`src/rtl/usb_command_decoder.sv`:
```
// Host-to-device USB command decoder: pops 16-bit words from the command FIFO,
// updates the slow-control parameter registers and sequences the SC load handshake.
module usb_command_decoder #(
    parameter logic [9:0]  DAC_DEFAULT       = 10'd250,
    parameter int unsigned LOAD_PULSE_CYCLES = 4,
    parameter int unsigned DONE_TIMEOUT      = 65535
) (
    input  logic        Clk,
    input  logic        reset,
    input  logic        CommandFifoEmpty,
    input  logic [15:0] CommandFifoData,
    output logic        CommandFifoRdEn,
    output logic [1:0]  ModeSelect,
    output logic [9:0]  Microroc10bitDAC0,
    output logic [9:0]  Microroc10bitDAC1,
    output logic [9:0]  Microroc10bitDAC2,
    output logic [6:0]  MicrorocChannelMask,
    output logic [1:0]  MicrorocDiscriMask,
    output logic [6:0]  MicrorocCTestChannel,
    output logic        SC_or_Readreg,
    output logic        SCParameterLoad,
    input  logic        SCDone,
    output logic [15:0] CommandEcho,
    output logic        CommandEcho_en,
    output logic        CommandError,
    output logic        Busy
);

    localparam logic [2:0] S_IDLE      = 3'd0;
    localparam logic [2:0] S_READ      = 3'd1;
    localparam logic [2:0] S_LATCH     = 3'd2;
    localparam logic [2:0] S_EXEC      = 3'd3;
    localparam logic [2:0] S_LOAD      = 3'd4;
    localparam logic [2:0] S_WAIT_DONE = 3'd5;

    localparam logic [15:0] LOAD_LAST = 16'(LOAD_PULSE_CYCLES - 32'd1);
    localparam logic [15:0] DONE_LAST = 16'(DONE_TIMEOUT - 32'd1);

    logic [2:0]  state_q, state_d;
    logic [15:0] word_q, word_d;
    logic [15:0] cnt_q, cnt_d;
    logic [1:0]  mode_q, mode_d;
    logic [9:0]  dac0_q, dac0_d, dac1_q, dac1_d, dac2_q, dac2_d;
    logic [6:0]  cmask_q, cmask_d, ctest_q, ctest_d;
    logic [1:0]  dmask_q, dmask_d;
    logic        scrr_q, scrr_d;
    logic [15:0] echo_q, echo_d;
    logic        echo_en_q, echo_en_d;
    logic        err_q, err_d;
    logic        rden_q, load_q, busy_q;

    // Next-state and decode logic; strobes default low so they last one cycle.
    always_comb begin
        state_d   = state_q;
        word_d    = word_q;
        cnt_d     = cnt_q;
        mode_d    = mode_q;
        dac0_d    = dac0_q;
        dac1_d    = dac1_q;
        dac2_d    = dac2_q;
        cmask_d   = cmask_q;
        dmask_d   = dmask_q;
        ctest_d   = ctest_q;
        scrr_d    = scrr_q;
        echo_d    = echo_q;
        echo_en_d = 1'b0;
        err_d     = 1'b0;
        case (state_q)
            S_IDLE: begin
                if (!CommandFifoEmpty) begin
                    state_d = S_READ;
                end else begin
                    state_d = S_IDLE;
                end
            end
            S_READ: state_d = S_LATCH;
            S_LATCH: begin
                word_d  = CommandFifoData;
                state_d = S_EXEC;
            end
            S_EXEC: begin
                state_d   = S_IDLE;
                cnt_d     = 16'd0;
                echo_d    = word_q;
                echo_en_d = 1'b1;
                case (word_q[15:12])
                    4'h1: mode_d = word_q[1:0];
                    4'h2: dac0_d = word_q[9:0];
                    4'h3: dac1_d = word_q[9:0];
                    4'h4: dac2_d = word_q[9:0];
                    4'h5: begin
                        cmask_d = word_q[6:0];
                        dmask_d = word_q[8:7];
                    end
                    4'h6: ctest_d = word_q[6:0];
                    4'h7: scrr_d  = word_q[0];
                    4'h8: state_d = S_LOAD;
                    default: begin
                        // Unknown opcode: flag it, keep the previous echo.
                        echo_d    = echo_q;
                        echo_en_d = 1'b0;
                        err_d     = 1'b1;
                    end
                endcase
            end
            S_LOAD: begin
                if (cnt_q == LOAD_LAST) begin
                    state_d = S_WAIT_DONE;
                    cnt_d   = 16'd0;
                end else begin
                    cnt_d = cnt_q + 16'd1;
                end
            end
            S_WAIT_DONE: begin
                if (SCDone) begin
                    state_d = S_IDLE;
                end else if (cnt_q == DONE_LAST) begin
                    state_d = S_IDLE;
                    err_d   = 1'b1;
                end else begin
                    cnt_d = cnt_q + 16'd1;
                end
            end
            default: state_d = S_IDLE;
        endcase
    end

    // State and output registers; strobes are registered from the next state.
    always_ff @(posedge Clk) begin
        if (reset) begin
            state_q   <= S_IDLE;
            word_q    <= 16'd0;
            cnt_q     <= 16'd0;
            mode_q    <= 2'b00;
            dac0_q    <= DAC_DEFAULT;
            dac1_q    <= DAC_DEFAULT;
            dac2_q    <= DAC_DEFAULT;
            cmask_q   <= 7'd0;
            dmask_q   <= 2'd0;
            ctest_q   <= 7'd0;
            scrr_q    <= 1'b1;
            echo_q    <= 16'd0;
            echo_en_q <= 1'b0;
            err_q     <= 1'b0;
            rden_q    <= 1'b0;
            load_q    <= 1'b0;
            busy_q    <= 1'b0;
        end else begin
            state_q   <= state_d;
            word_q    <= word_d;
            cnt_q     <= cnt_d;
            mode_q    <= mode_d;
            dac0_q    <= dac0_d;
            dac1_q    <= dac1_d;
            dac2_q    <= dac2_d;
            cmask_q   <= cmask_d;
            dmask_q   <= dmask_d;
            ctest_q   <= ctest_d;
            scrr_q    <= scrr_d;
            echo_q    <= echo_d;
            echo_en_q <= echo_en_d;
            err_q     <= err_d;
            rden_q    <= (state_d == S_READ);
            load_q    <= (state_d == S_LOAD);
            busy_q    <= (state_d != S_IDLE);
        end
    end

    assign CommandFifoRdEn      = rden_q;
    assign ModeSelect           = mode_q;
    assign Microroc10bitDAC0    = dac0_q;
    assign Microroc10bitDAC1    = dac1_q;
    assign Microroc10bitDAC2    = dac2_q;
    assign MicrorocChannelMask  = cmask_q;
    assign MicrorocDiscriMask   = dmask_q;
    assign MicrorocCTestChannel = ctest_q;
    assign SC_or_Readreg        = scrr_q;
    assign SCParameterLoad      = load_q;
    assign CommandEcho          = echo_q;
    assign CommandEcho_en       = echo_en_q;
    assign CommandError         = err_q;
    assign Busy                 = busy_q;

endmodule

```
`config.mk`:
```
export PLATFORM = sky130hd
export DESIGN_NAME = usb_command_decoder
export DESIGN_NICKNAME = d
export VERILOG_FILES = /design/src/rtl/usb_command_decoder.sv
export SDC_FILE = /design/constraint.sdc
export NUM_CORES = 1
export LEC_CHECK = 0
export CORE_MARGIN = 1.5
export CORE_UTILIZATION = 40
export CTS_BUF_LIST = sky130_fd_sc_hd__clkbuf_4 sky130_fd_sc_hd__clkbuf_8
export CTS_CLUSTER_SIZE = 40
export DETAILED_ROUTE_END_ITERATION = 16
export DONT_BUFFER_PORTS = 1
export PLACE_DENSITY = 0.65
export SETUP_SLACK_MARGIN = 0.1
export SYNTH_ARGS = -nofsm -noshare
export SYNTH_HDL_FRONTEND = slang
export SYNTH_SLANG_ARGS = --single-unit
```
`constraint.sdc`:
```
create_clock -name Clk -period 2.2 [get_ports Clk]
set_input_delay 0.44 -clock Clk [delete_from_list [all_inputs] [get_ports Clk]]
set_output_delay 0.44 -clock Clk [all_outputs]
set_load 0.02 [all_outputs]
```
; After elaboration in Yosys (flattened, before gate mapping)
; Cells that the tools add are included.
[classes]
addsub = 1
n_eq_ne = 19
mux = 15
bitwise = 1
reduce_logical = 14
[ops]
columns = op, count
row1 = $mux W16, 3
row2 = $pmux W16 S3, 1
row3 = $pmux W3 S6, 1
row4 = $add A16 B1 Y16 const B, 1
row5 = $eq A16 B16 Y1 const B, 1
row6 = $eq A16 B2 Y1 const B, 1
row7 = $eq A4 B3 Y1 const B, 4
row8 = $reduce_and A2 Y1, 8
row9 = $mux W3, 4
row10 = $eq A3 B3 Y1 const B, 3
row11 = $eq A4 B2 Y1 const B, 2
row12 = $reduce_or A8 Y1, 1
row13 = $eq A3 B1 Y1 const B, 2
row14 = $eq A3 B2 Y1 const B, 2
row15 = $reduce_bool A3 Y1, 2
row16 = $mux W1, 5
row17 = $eq A4 B1 Y1 const B, 1
row18 = $eq A4 B4 Y1 const B, 1
row19 = $ne A2 B2 Y1 const B, 2
row20 = $logic_not A3 Y1, 1
row21 = $reduce_and A3 Y1, 1
row22 = $pmux W1 S2, 1
row23 = $reduce_or A2 Y1, 1
row24 = $not A1 Y1, 1
[totals]
regBits = 105
input_bits = 20
output_inout_bits = 70
word_cells = 67

; Logic depth before layout (Yosys ltp)
; Gate-level depths: netlist (run 1).
[depth]
depth_word = 5
mapped_depth = 8
ltp_nobuf = 7

; Worst setup path before layout (run 1)
; OpenSTA, ideal clock, no wires.
[synth_path]
kind = register to register
from = register cnt_q[0]
to = register cnt_q[13]
setup_time_ns = 0.061
t_arrival_ns = 1.779
t_required_ns = 2.139
path_slack_ns = 0.359
path_stages_with_launch = 7
n_path_buf = 0
synth_period_minus_slack_ns = 1.841
path_cell_list = dfxtp_1 > ha_1 > nor4b_1 > and4_1 > a211o_1 > or4_1 > nand2_1
[synth_between]
elab_chain_cells = 4
elab_cells_between_ends = 9
cone_classes = 1 x add/sub / 3 x eq/ne / 4 x mux / 1 x reduce/logical
[synth_rtl]
columns = element, line_no
row1 = from (decl), 41  ; logic [15:0] cnt_q, cnt_d;
row2 = from (signal assigned), 151  ; cnt_q <= cnt_d;
row3 = $add A16 B1 Y16, "111, 121"
row4 = $mux W16, 117  ; end else if (cnt_q == DONE_LAST) begin
row5 = $mux W16, 115  ; if (SCDone) begin
row6 = $pmux W16 S3, 68  ; case (state_q)
; Several ways; a longest one is shown, not always the timed one. The select of a mux whose other input is x is not followed.
; A chain may end at the register's enable or synchronous reset.

; Worst setup path after layout (run 1)
[layout_path]
from = register cnt_q[0]
to = register cnt_q[7]
; The elaborated chain is that of the path after synthesis.

==> metrics.txt, run 1 <==
DRT Wirelength=between 10000 and 15000 µm; Antenna Nets Post-Route=0; DR DRC count=0; Core Box Area=10400 µm²; worst reg2reg path startpoint=cnt_q[0]; CTS tree=yes; VDD IR-drop max=0.299 mV; post-layout util=44.3%; Post-synth EDFFs=0; Max Fclk=499 MHz; outcome=complete, no violations; switching power=between 800 and 900 µW; Nets=497; Die H=106 µm; share of cells above drive strength 1=a little under a tenth; Worst EP required=approximately 2.5 ns; Non-Filler Instances=616; critical path type=flop to flop; most common cell after layout, fill and taps aside=dfxtp_1; DR vias/cell=5.33; clock root buffer=clkbuf_8; initial core utilization=between 40% and 50%; Comb power frac=4.6%; Multi-input gate area=2000 µm²; Worst slew margin=56.8%; cell row count=37; # setup viols final=0; post-synth design cell area=4280 µm²; synthesized instance count=483; syn avg cell area=8.85 µm²; PD cells=approximately 720 nW/µm²; Setup Skew=~0.013 ns; CP arrival=2.33 ns; initial antenna violation count=0; min-delay worst type=input pin to flop; IO Pins=90; most frequent cells in the layout=dfxtp_1 (102), nand2_1 (88), nor2_1 (46), a21oi_1 (46), mux2i_1 (27); Synth async-reset ratio=0%; Worst-path clk slew=0.10 ns; Worst Hold Slack=roughly 0.15 ns; Synth Register Bits=105; crit-path cells=ha_1 > nor4b_1 > and4_1 > a211o_1 > or4_1 > nand2_1; CP Max Fanout=5; slowest stage delay, CP=0.51 ns; Longest Clk Path Bufs=2; Final Wtd Congestion=0.868; GR Util All Layers=18.5%; placed cells=598; Clk pwr share=35.2%; routed wl met2=between 4000 and 5000 µm; Crit-path slowest cell=or4_1; aggregate global routing overflow=0; Syn Nets=505; min-delay src=reset; Hold Violations, Final=0; drt initial violations=265; Slew Limit Fails=0; M1 wire length=4780 µm; Die ar.=approximately 11000 µm²; register area=2110 µm²; Seq pwr share=around three fifths; wire length per cell=17.0 µm; max layer used=met4; first-pass GRT wire length=16200 µm; leak pwr=1.64 nW; number of global-route vias before repair=3000; RSZ-0062 raised after global routing=no; P&R area growth vs syn=7.43%; CTS buffer count=9; CP Capture Type=flop; largest net degree at the start of global routing=92; Crit. Startpoint=cnt_q[0]; Diodes inserted=0; first-pass iteration count of the detailed router=4; Vias=roughly 3300; Worst-Margin Slew=0.645 ns; total negative slack=0 ns; Sw Ratio=26.8%; warnings from Yosys=0; Max Cap Viol=0; register area share after synthesis=49.2%; DPL Wire Length=7150 µm; Clock Latency Late Sink=0.38 ns; WL met3=~810 µm; min Tclk post-route=2.00 ns; Pint=2.44 mW; clock sink count=roughly 110; Tcrit/Tclk final=between 90% and 100%; Worst setup SP type=flop; Die X=roughly 110 µm; Fillers=1024; CTS H-tree lvls=3; post-synth cell types=50; port bufs=0; prevailing post-synth register cell=dfxtp_1
==> critical path: cells and delay by family, from the launching register on <==
family / cells / cell delay (ns)
AOI/OAI and AO/OA: 1 / 0.34
and+or+nand+nor: 4 / 1.01
adders and majority gates: 1 / 0.27
DFF: 1 / 0.35
==> cells by family after synthesis <==
kind of cell,after synthesis,synth area share [%]
adder cells (fa/ha/maj),2,0.585
buffers and inverters,40,4.21
flip-flops,105,49.2
multiplexers,27,6.32
AO/OA/AOI/OAI,85,12.8
XOR/XNOR,6,1.23
AND/OR/NAND/NOR,218,25.7
==> final cells by class <==
class,count,share of cell area (%)
sequential,105,45.8
multi-input combinational,338,43.5
tap,136,3.70
clock buffer,9,2.70
timing repair buffer,13,2.12
clock inverter,7,1.47
inverter,8,0.654
==> routing by layer <==
metal,track usage (%),up-vias
met4,7.34,0
met1,24.7,1517
li1,-,1648
met2,27.9,107
met3,5.58,13
met5,0,-
==> registers in the layout, indices dropped and copies added (netlist names) <==
| register | count |
|---|---|
| CommandEcho | 16 |
| MicrorocDiscriMask | 2 |
| CommandFifoRdEn | 1 |
| Busy | 1 |
| MicrorocCTestChannel | 7 |
| CommandEcho_en | 1 |
| word_q | 16 |
| SCParameterLoad | 1 |
| MicrorocChannelMask | 7 |
| SC_or_Readreg | 1 |
| Microroc10bitDAC2 | 10 |
| ModeSelect | 2 |
| CommandError | 1 |
| state_q | 3 |
| cnt_q | 16 |
| Microroc10bitDAC1 | 10 |
| Microroc10bitDAC0 | 10 |
==> power by group through the flow <==
stage          sequential, mW  combinational, mW  clock, mW
3_3_place_gp             2.04              0.149          0
4_1_cts                  2.00              0.153       1.20
5_1_grt                  2.01              0.172       1.28
6_report                 2.00              0.152       1.17
2_1_floorplan            2.00              0.163          0
3_5_place_dp             2.05              0.151          0
==> worst paths after layout <==
check / endpoint / slack [ns] / depth (start not counted)
max: cnt_q[7] / 0.20 / 6
min: state_q[1] / 0.15 / 1
max reg2reg: cnt_q[7] / 0.20 / 6
min reg2reg: word_q[10] / 0.46 / 2
==> Yosys cell counts (2+ instances only) <==
cell,instances,area (µm²)
dfxtp_1,105,2100
nand2_1,88,330
a21oi_1,46,230
nor2_1,46,173
mux2i_1,27,270
clkbuf_1,20,75.1
nand3_1,19,95.1
a211o_1,14,123
nor2b_1,12,75.1
inv_1,8,30.0
nand3b_1,8,60.1
nor3_1,7,35.0
or4_1,7,52.6
buf_2,6,30.0
xnor2_1,6,52.6
a211oi_1,5,37.5
nor4_1,5,31.3
buf_4,4,30.0
nand4_1,4,25.0
o31ai_1,4,30.0
and2_1,3,18.8
o211ai_1,3,22.5
a21o_1,2,15.0
and4_1,2,17.5
ha_1,2,25.0
nor3b_2,2,25.0
nor3b_4,2,37.5
o21a_1,2,15.0
o21ai_0,2,10.0
or3_1,2,12.5
==> through the flow <==
step | setup slack (ns) | total power [mW] | instance area, µm²
finish | 0.196 | 3.33 | 4590
global route | 0.120 | 3.46 | 4590
CTS | 0.136 | 3.35 | 4580
detailed placement | 0.0913 | 2.20 | 4380
global placement | 0.127 | 2.19 | 4380
floorplan | 0.359 | 2.17 | 4280
==> repair_timing <==
item,in CTS,in global routing
setup endpoints to repair,2,24
setup buffers,1,1
gates resized for setup,1,3
pin swaps,1,1
hold buffers,0,0
(Power assumes the default switching activity.)
==> run 2, diff against run 1 <==
- SETUP_SLACK_MARGIN: 0.1 -> not set
==> run 2 against run 1 <==
Register-to-register slack worse by 0.06 ns. Count of clock-buffer cells in the layout stayed put. Core utilization is 0.11 points lower. Sequential share of layout area hardly changed. Fmax is 2.8% lower. Worst hold slack better by 0.0012 ns. Wire length is 0.19% lower. Cell count is 0.16% lower. Final area is 0.25% lower. Critical path type unchanged. Largest cell class unchanged. Largest power group unchanged.
==> metrics.txt, run 2 (synthesis gave the netlist of run 1 again) <==
Longest Clk Path Bufs=2; Tcrit/Tclk final=93.7%; Worst-Margin Slew=0.642 ns; largest net degree at the start of global routing=92; worst reg2reg setup slack=0.14 ns; total negative slack=0 ns; RSZ-0062 raised after global routing=no; PD cells=724 nW/µm²; Worst setup SP type=flop; Fillers=1028; CTS H-tree lvls=3; R2R cell count=5; CP Max Fanout=18; Worst EP required=2.51 ns; Antenna Nets Post-Route=0; Diodes inserted=0; min Tclk post-route=2.06 ns; Max Fclk=485 MHz; Max Cap Viol=0; leak pwr=1.63 nW; cell row count=37; Setup Skew=0.0119 ns; # setup viols final=0; CP Capture Type=flop; port bufs=0; Worst slew margin=57.1%; most common cell after layout, fill and taps aside=dfxtp_1; Crit. Startpoint=state_q[1]; Slew Limit Fails=0; Hold Violations, Final=0; Die X=106 µm; slowest stage delay, CP=0.62 ns; first-pass iteration count of the detailed router=5; Die ar.=~11000 µm²; P&R area growth vs syn=7.17%; Crit-path slowest cell=dfxtp_1; VDD IR-drop max=0.300 mV; Levels on crit path=5; hold_buf cts=0; wire length per cell=between 15 and 20 µm; GR Util All Layers=18.5%; initial antenna violation count=0; register area=2100 µm²; Die H=106 µm; DRT Wirelength=about 10000 µm; drt initial violations=273; CP Buf/Inv Count=0; Clock Latency Late Sink=between 0.3 and 0.4 ns; clock root buffer=clkbuf_8; DR DRC count=0; Vias=3326; DPL Wire Length=7150 µm; critical path type=flop to flop; crit-path leading delay family=simple AND/OR/NAND/NOR gates; first-pass GRT wire length=roughly 16000 µm; crit-path cells=and3b_1 > nor2_1 > o21a_2 > or4_1 > a21oi_1; Multi-input gate area=2000 µm²; reg2reg end=cnt_q[14]; Worst Hold Slack=0.149 ns; aggregate global routing overflow=0; Nets=496; number of global-route vias before repair=2992; CTS buffer count=9; most frequent cells in the layout=dfxtp_1 (105), nand2_1 (88), nor2_1 (46), a21oi_1 (46), mux2i_1 (27); share of cells above drive strength 1=between 8 and 9%; crit path to=cnt_q[14]; Final Wtd Congestion=0.868; initial core utilization=41.2%; outcome=complete, no violations; CTS tree=yes; Worst-path clk slew=0.10 ns; CP arrival=2.37 ns; Core Box Area=a little over 10000 µm²; clock sink count=between 100 and 150; DR vias/cell=around 5.4; IO Pins=90; worst reg2reg path startpoint=state_q[1]; min-delay worst type=input pin to flop
run 2: worst min path at each step:
stage | slack (ns) | endpoint | depth (start not counted) | from
2_1_floorplan | 0.43 | CommandEcho[10] | 2 | word_q[10]
3_3_place_gp | 0.44 | CommandEcho[11] | 2 | word_q[11]
3_5_place_dp | 0.44 | word_q[10] | 2 | word_q[10]
4_1_cts | 0.12 | word_q[6] | 1 | reset
5_1_grt | 0.13 | state_q[2] | 1 | reset
6_report | 0.15 | CommandError | 1 | reset
run 2: what timing repair did:
| item | in CTS | in global routing |
|---|---|---|
| setup buffers | 0 | 1 |
| resized for setup | 0 | 1 |
| setup endpoints to repair | 0 | 12 |
run 2: layout make-up:
cell class | instances | area share [%]
sequential | 105 | 45.9
multi-input combinational | 338 | 43.6
tap | 136 | 3.71
clock buffer | 9 | 2.70
timing repair buffer | 12 | 1.97
clock inverter | 7 | 1.47
inverter | 8 | 0.655
run 2: report_power, final:
part	internal, mW	leakage, nW	total, mW	switching (mW)
Clock	0.442	0.0993	1.17	0.725
Sequential	1.93	0.848	2.00	0.0710
Combinational	0.0616	0.682	0.151	0.0898
run 2: per-stage QoR:
| stage | std cells | utilization, % | total power, mW | worst slack (ns) | instance area [µm²] |
|---|---|---|---|---|---|
| finish | 615 | 44.2 | 3.32 | 0.139 | 4580 |
| floorplan | 483 | - | 2.17 | 0.359 | 4280 |
| detailed placement | 598 | 42.2 | 2.20 | 0.0913 | 4380 |
| global placement | 598 | 42.2 | 2.19 | 0.127 | 4380 |
| CTS | 614 | 44.1 | 3.35 | 0.0864 | 4570 |
| global route | 615 | 44.2 | 3.46 | 0.00245 | 4580 |
run 2: per-layer routing:
metal  part of all wire [%]  GRT usage, %  vias to the layer above
li1                       -             -                     1650
met1                     46          24.8                     1557
met2                     45          27.9                      105
met3                    7.7          5.58                       14
met4                    2.0          7.34                        0
met5                      0             0                        -
